==> src/rtl/sdram_arb_pkg.sv <==
// Shared types for the SDRAM port arbiter: FSM states, transaction owners
// and the number of client ports.
package sdram_arb_pkg;

  localparam int NUM_PORTS = 3;

  typedef enum logic [1:0] {
    IDLE  = 2'd0,
    ISSUE = 2'd1,
    WAIT  = 2'd2,
    DONE  = 2'd3
  } arb_state_t;

  typedef enum logic [1:0] {
    OWN_P0   = 2'd0,
    OWN_P1   = 2'd1,
    OWN_P2   = 2'd2,
    OWN_RFSH = 2'd3
  } owner_t;

endpackage

==> src/rtl/sdram_port_arbiter_rr_pick2.sv <==
// Round-robin selector between the two fair-share ports (CPU and CD buffer).
// Looks at which of the two was served last and prefers the other one.
module rr_pick2
  import sdram_arb_pkg::*;
(
  input  logic       p1_req,
  input  logic       p2_req,
  input  logic [1:0] rr_last,
  output logic       pick_valid,
  output logic       pick_p2
);

  // Prefer port 2 only when port 1 had the previous turn; otherwise port 1 first
  always_comb begin
    pick_valid = p1_req | p2_req;
    pick_p2    = 1'b0;
    if (rr_last == OWN_P1) begin
      pick_p2 = p2_req;
    end else begin
      pick_p2 = p2_req & ~p1_req;
    end
  end

endmodule

==> src/rtl/sdram_port_arbiter.sv <==
// Shares the SDRAM controller between the ROM download writer (port 0), the
// CPU (port 1) and the CD/ADPCM buffer (port 2), and slots in periodic
// auto-refresh. One command is in flight at a time.
module sdram_port_arbiter
  import sdram_arb_pkg::*;
#(
  parameter int ADDR_W         = 24,
  parameter int DATA_W         = 16,
  parameter int REFRESH_CYCLES = 780,
  parameter int TIMEOUT_CYCLES = 255
) (
  input  logic                  clk_sys,
  input  logic                  reset_n,
  input  logic                  p0_req,
  input  logic                  p0_we,
  input  logic [ADDR_W-1:0]     p0_addr,
  input  logic [DATA_W-1:0]     p0_din,
  input  logic [DATA_W/8-1:0]   p0_be,
  output logic                  p0_ack,
  output logic [DATA_W-1:0]     p0_dout,
  input  logic                  p1_req,
  input  logic                  p1_we,
  input  logic [ADDR_W-1:0]     p1_addr,
  input  logic [DATA_W-1:0]     p1_din,
  input  logic [DATA_W/8-1:0]   p1_be,
  output logic                  p1_ack,
  output logic [DATA_W-1:0]     p1_dout,
  input  logic                  p2_req,
  input  logic                  p2_we,
  input  logic [ADDR_W-1:0]     p2_addr,
  input  logic [DATA_W-1:0]     p2_din,
  input  logic [DATA_W/8-1:0]   p2_be,
  output logic                  p2_ack,
  output logic [DATA_W-1:0]     p2_dout,
  output logic                  mem_req,
  output logic                  mem_rfsh,
  output logic                  mem_we,
  output logic [ADDR_W-1:0]     mem_addr,
  output logic [DATA_W-1:0]     mem_din,
  output logic [DATA_W/8-1:0]   mem_be,
  input  logic                  mem_ready,
  input  logic [DATA_W-1:0]     mem_dout,
  output logic                  timeout_err
);

  localparam int BE_W   = DATA_W / 8;
  localparam int RFSH_W = $clog2(REFRESH_CYCLES + 1);
  localparam int TMO_W  = $clog2(TIMEOUT_CYCLES + 1);

  arb_state_t state, state_next;
  owner_t     owner, rr_last, grant_owner;

  logic              grant_valid;
  logic              sel_we;
  logic [ADDR_W-1:0] sel_addr;
  logic [DATA_W-1:0] sel_din;
  logic [BE_W-1:0]   sel_be;

  logic              cmd_we;
  logic [ADDR_W-1:0] cmd_addr;
  logic [DATA_W-1:0] cmd_din;
  logic [BE_W-1:0]   cmd_be;

  logic [RFSH_W-1:0] rfsh_cnt;
  logic              rfsh_pending;
  logic              rfsh_wrap;
  logic [TMO_W-1:0]  tmo_cnt;
  logic              tmo_hit;
  logic              rr_valid, rr_p2;
  logic [NUM_PORTS-1:0] ack_vec;

  assign rfsh_wrap = (rfsh_cnt == RFSH_W'(REFRESH_CYCLES - 1));
  // The counter is cleared in ISSUE, so this marks the TIMEOUT_CYCLES-th WAIT cycle
  assign tmo_hit   = (tmo_cnt == TMO_W'(TIMEOUT_CYCLES - 1));

  rr_pick2 u_rr (
    .p1_req     (p1_req),
    .p2_req     (p2_req),
    .rr_last    (rr_last),
    .pick_valid (rr_valid),
    .pick_p2    (rr_p2)
  );

  // Fixed-priority grant: refresh, then the download port, then the fair pair
  always_comb begin
    grant_valid = 1'b0;
    grant_owner = OWN_P0;
    sel_we      = 1'b0;
    sel_addr    = '0;
    sel_din     = '0;
    sel_be      = '0;
    if (rfsh_pending) begin
      grant_valid = 1'b1;
      grant_owner = OWN_RFSH;
    end else if (p0_req) begin
      grant_valid = 1'b1;
      grant_owner = OWN_P0;
      sel_we      = p0_we;
      sel_addr    = p0_addr;
      sel_din     = p0_din;
      sel_be      = p0_be;
    end else if (rr_valid) begin
      grant_valid = 1'b1;
      if (rr_p2) begin
        grant_owner = OWN_P2;
        sel_we      = p2_we;
        sel_addr    = p2_addr;
        sel_din     = p2_din;
        sel_be      = p2_be;
      end else begin
        grant_owner = OWN_P1;
        sel_we      = p1_we;
        sel_addr    = p1_addr;
        sel_din     = p1_din;
        sel_be      = p1_be;
      end
    end
  end

  // Next-state logic and the strobes, which are pure decodes of state and owner
  always_comb begin
    state_next = state;
    mem_req    = 1'b0;
    mem_rfsh   = 1'b0;
    ack_vec    = '0;
    case (state)
      IDLE:  if (grant_valid) state_next = ISSUE;
      ISSUE: begin
        state_next = WAIT;
        if (owner == OWN_RFSH) mem_rfsh = 1'b1;
        else                   mem_req  = 1'b1;
      end
      WAIT:  if (mem_ready || tmo_hit) state_next = DONE;
      DONE:  begin
        state_next = IDLE;
        if (owner != OWN_RFSH) ack_vec[owner] = 1'b1;
      end
      default: state_next = IDLE;
    endcase
  end

  assign p0_ack   = ack_vec[0];
  assign p1_ack   = ack_vec[1];
  assign p2_ack   = ack_vec[2];
  assign mem_we   = cmd_we;
  assign mem_addr = cmd_addr;
  assign mem_din  = cmd_din;
  assign mem_be   = cmd_be;

  // State register; reset aborts any transaction without an ack
  always_ff @(posedge clk_sys or negedge reset_n) begin
    if (!reset_n) state <= IDLE;
    else          state <= state_next;
  end

  // Latch the winner's command on grant so the controller sees it stable until DONE
  always_ff @(posedge clk_sys or negedge reset_n) begin
    if (!reset_n) begin
      owner    <= OWN_P0;
      cmd_we   <= 1'b0;
      cmd_addr <= '0;
      cmd_din  <= '0;
      cmd_be   <= '0;
    end else if (state == IDLE && grant_valid) begin
      owner    <= grant_owner;
      cmd_we   <= sel_we;
      cmd_addr <= sel_addr;
      cmd_din  <= sel_din;
      cmd_be   <= sel_be;
    end
  end

  // Free-running refresh interval; a new interval's request wins over the clear
  always_ff @(posedge clk_sys or negedge reset_n) begin
    if (!reset_n) begin
      rfsh_cnt     <= '0;
      rfsh_pending <= 1'b0;
    end else begin
      rfsh_cnt <= rfsh_wrap ? '0 : rfsh_cnt + 1'b1;
      if (rfsh_wrap)                                   rfsh_pending <= 1'b1;
      else if (state == ISSUE && owner == OWN_RFSH)    rfsh_pending <= 1'b0;
    end
  end

  // Watchdog on the controller; a late mem_ready in the expiry cycle still wins
  always_ff @(posedge clk_sys or negedge reset_n) begin
    if (!reset_n) begin
      tmo_cnt     <= '0;
      timeout_err <= 1'b0;
    end else if (state == ISSUE) begin
      tmo_cnt <= '0;
    end else if (state == WAIT) begin
      tmo_cnt <= tmo_cnt + 1'b1;
      if (!mem_ready && tmo_hit) timeout_err <= 1'b1;
    end
  end

  // Read data lands in the owning port's register and holds until its next read
  always_ff @(posedge clk_sys or negedge reset_n) begin
    if (!reset_n) begin
      p0_dout <= '0;
      p1_dout <= '0;
      p2_dout <= '0;
    end else if (state == WAIT && mem_ready && !cmd_we) begin
      case (owner)
        OWN_P0:  p0_dout <= mem_dout;
        OWN_P1:  p1_dout <= mem_dout;
        OWN_P2:  p2_dout <= mem_dout;
        default: ;
      endcase
    end
  end

  // Remember which fair-share port was served last; port 1 gets the first turn
  always_ff @(posedge clk_sys or negedge reset_n) begin
    if (!reset_n) begin
      rr_last <= OWN_P2;
    end else if (state == DONE && (owner == OWN_P1 || owner == OWN_P2)) begin
      rr_last <= owner;
    end
  end

endmodule
==> config.mk <==
export PLATFORM = sky130hd
export DESIGN_NAME = sdram_port_arbiter
export DESIGN_NICKNAME = d
export VERILOG_FILES = /design/src/rtl/sdram_arb_pkg.sv /design/src/rtl/sdram_port_arbiter_rr_pick2.sv /design/src/rtl/sdram_port_arbiter.sv
export SDC_FILE = /design/constraint.sdc
export NUM_CORES = 1
export LEC_CHECK = 0
export CORE_MARGIN = 1.5
export CORE_UTILIZATION = 46
export DETAILED_ROUTE_END_ITERATION = 8
export MAX_ROUTING_LAYER = met4
export PLACE_DENSITY = 0.89
export SLEW_MARGIN = 20
export SYNTH_ARGS = -nofsm -noshare
export SYNTH_HDL_FRONTEND = slang
export SYNTH_HIERARCHICAL = 1
export SYNTH_SLANG_ARGS = --single-unit
==> constraint.sdc <==
create_clock -name clk_sys -period 2.6 [get_ports clk_sys]
set_clock_uncertainty 0.15 [all_clocks]
set_input_delay 0.52 -clock clk_sys [delete_from_list [all_inputs] [get_ports clk_sys]]
set_output_delay 0.52 -clock clk_sys [all_outputs]
set_load 0.05 [all_outputs]
==> results.ini <==
[finish]
design_area_um2 = 8860
nets = 899
drive_gt1_frac = 0.143
layout_common_cells = clkdlybuf4s50_1 (240), dfrtp_1 (116), nand2_1 (57), mux2_2 (51), o21ai_0 (48)
area_delta_synth_final_pct = 57.2
antenna_cells = 0
mostFrequentLayoutCell = clkdlybuf4s50_1
utilization = 0.740

[min_path]
min_path_type = reg2reg

[grt]
grtUsageTotal = 0.256
antenna_found_initial = 0
first_global_vias = 4982
grt_pass1_wl_um = 24800
grt_overflow_total = 0
grt_max_degree = 54

[clocking]
clk_pin_slew_worst_paths_ps = 50
cts_max_level = 4
cts_buffers = 17
cts_tree = done
insertion_delay_ps = 400
cts_setup_buffers = 0
post_cts_resized = 0
cts_num_sinks = 117
clockBufferDepth = 2
cts_root_buf = clkbuf_16

[timing]
finalCriticalPeriod_ps = 2420
rsz0062_at_grt = no
fmax_mhz = 412
final_hold_viol_count = 0
setup_slack_ps = 175
slew_violations = 0
setup_violations = 0
period_share = 0.933
worst_pin_slew_ps = 994
slew_headroom = 0.336

[yosys]
synth.ff_latch_count = 117
synth-simple-area-share = 0.0880
synth_mux_area_frac = 0.180
synth_warnings = 6
synth_compound_area_frac = 0.126
ys_types = 41
synth-xor-area-share = 0.0171
synthesis.nets = 651
syn_avg_cell_area_um2 = 11.6
synthAdderAreaFrac = 0.0311
synth_top_family_by_area = multiplexers
yosysSeqAreaShare = 0.520
syn_inst = 486
syn_area_um2 = 5630

[pwr]
vdd.ir_drop.worst_v = 0.000701
power_density_nw_per_um2 = 1280
p_leak_nw = 3.84

[placed_design]
dpl-instance-area_um2 = 8230
place_hpwl_um = 11600
place.gp.congestion = 0.799
preCtsSetupSlack_ps = -145
port_buffers = 247

[drt]
drt_wl_total_um = 15900
firstDrtPassIters = 5
post-route-drc-count = 0
m1WireLength_um = 6120
ant_nets = 0
dr_wl_met3_um = 1120
drt_iter0_drc = 237
wl_met2_um = 8240
via_per_inst = 5.37
vias = 4798
dr.max_layer_used = met4
wl_per_cell_um = 17.8

[setup_path]
r2r_slack_ps = 390
timing.rr.start = state[0]
cp-startpoint = state[1]
max_stage_delay_ps = 420
crit_buf_inv = 2
cpMaxStageDelayCell = dfrtp_1
reg2reg_depth = 5
cp.depth = 4
crit_arrival_ps = 1750
cp-end-kind = output port
cp.required_ps = 1930
worstPathMaxFanout = 10
crit_type = reg2out
r2r-end = mem_din[13]
crit_family = flip-flops
worstPathCellList = inv_1 > ha_1 > nor2b_1 > buf_4
worstSetupStartpointType = register
crit_end = mem_req

[floorplan]
die_area_um2 = 12900
start_util = 0.471
die_height_um = 114
rows = 40
coreArea_um2 = 12000
die_width_um = 114
io_pins = 248

[flow_run]
maxCapViolCount = 0

[status]
outcome = finished, final reports clean

[report_power, final]
| part | leakage [nW] | switching (mW) | internal [mW] |
|---|---|---|---|
| sequential | 1.47 | 0.500 | 2.57 |
| clock | 0.287 | 0.820 | 1.54 |
| combinational | 2.09 | 3.68 | 2.21 |
| total | 3.84 | 5.00 | 6.33 |
[metal layers]
metal	global-route usage	vias up
met2	0.446	233
li1	-	2229
met5	-	-
met1	0.282	2305
met4	0.107	0
met3	0.0622	31
[registers in the layout (all words and copies together) (netlist names)]
signal,flops
mem_addr,24
mem_be,2
mem_din,16
mem_we,1
owner,2
p0_dout,16
p1_dout,16
p2_dout,16
rfsh_cnt,10
rfsh_pending,1
rr_last,2
state,2
timeout_err,1
tmo_cnt,8
[what timing repair did]
item,4_1_cts,5_1_grt
endpoints found under the hold margin,41,0
endpoints found under the setup margin,0,0
hold buffers,1,0
[kinds of logic (layout without fill, tap and decap cells)]
group / count (synthesis) / count (layout)
flip-flops: 117 / 117
buffers and inverters: 39 / 300
multiplexers: 95 / 95
AO/OA/AOI/OAI: 105 / 105
adder cells (fa/ha/maj): 14 / 14
AND/OR/NAND/NOR: 105 / 105
XOR/XNOR: 11 / 11
[how the worst min path moves through the flow]
stage / cells past startpoint / from / to
floorplan: 0 / reset_n / mem_addr[0]
global placement: 2 / rr_last[1] / rr_last[1]
detailed placement: 1 / rfsh_cnt[0] / rfsh_cnt[0]
CTS: 1 / rfsh_cnt[0] / rfsh_cnt[0]
global route: 1 / p2_dout[5] / p2_dout[5]
finish: 1 / rfsh_cnt[0] / rfsh_cnt[0]
[worst reg2reg max path: stages (launching register included)]
cell and delay, ps:
dfrtp_1 410, inv_1 100, ha_1 320, nand2b_2 120, nor2_4 760, a22o_1 280
[synth_stat cells (all sizes together)]
cell type | instances | share of area
o21a | 1 | 0.0013
nor3b | 2 | 0.0027
nand4 | 3 | 0.0033
nand2b | 4 | 0.0044
o22a | 1 | 0.0016
a21oi | 4 | 0.0036
nor2b | 3 | 0.0033
dfrtp | 116 | 0.52
and3 | 1 | 0.0011
and2 | 4 | 0.0044
a21o | 1 | 0.0013
inv | 11 | 0.0073
mux2 | 51 | 0.10
o221ai | 1 | 0.0016
or2 | 1 | 0.0011
o31ai | 1 | 0.0013
nand3 | 9 | 0.0080
a2bb2oi | 1 | 0.0016
nor2 | 13 | 0.010
clkbuf | 9 | 0.0060
nor4 | 2 | 0.0049
xnor2 | 8 | 0.012
nand2 | 60 | 0.041
a21boi | 1 | 0.0013
dfstp | 1 | 0.0047
mux2i | 44 | 0.078
ha | 14 | 0.031
a22o | 43 | 0.067
nor3 | 2 | 0.0018
buf | 19 | 0.024
o21ai | 48 | 0.043
xor2 | 3 | 0.0047
o22ai | 3 | 0.0033
or3 | 1 | 0.0011
[cell type report]
cell class                 count  area (um2)
clock buffer                  19         443
clock inverter                13         173
fill                         778        3100
inverter                      11        41.3
multi-input combinational    330        2510
sequential                   117        2930
tap                          147         184
timing repair buffer         257        2580
[metrics by stage]
step | TNS [ps] | power, mW | cells | hold slack, ps
finish | 0 | 11.3 | 894 | 335
global route | 0 | 11.8 | 894 | 363
CTS | 0 | 11.4 | 894 | 333
detailed placement | -5340 | 8.96 | 861 | 326
global placement | -165 | 8.76 | 861 | 314
floorplan | 0 | 6.90 | 486 | 74.4
Note: power is estimated with default switching activity, not from simulation.
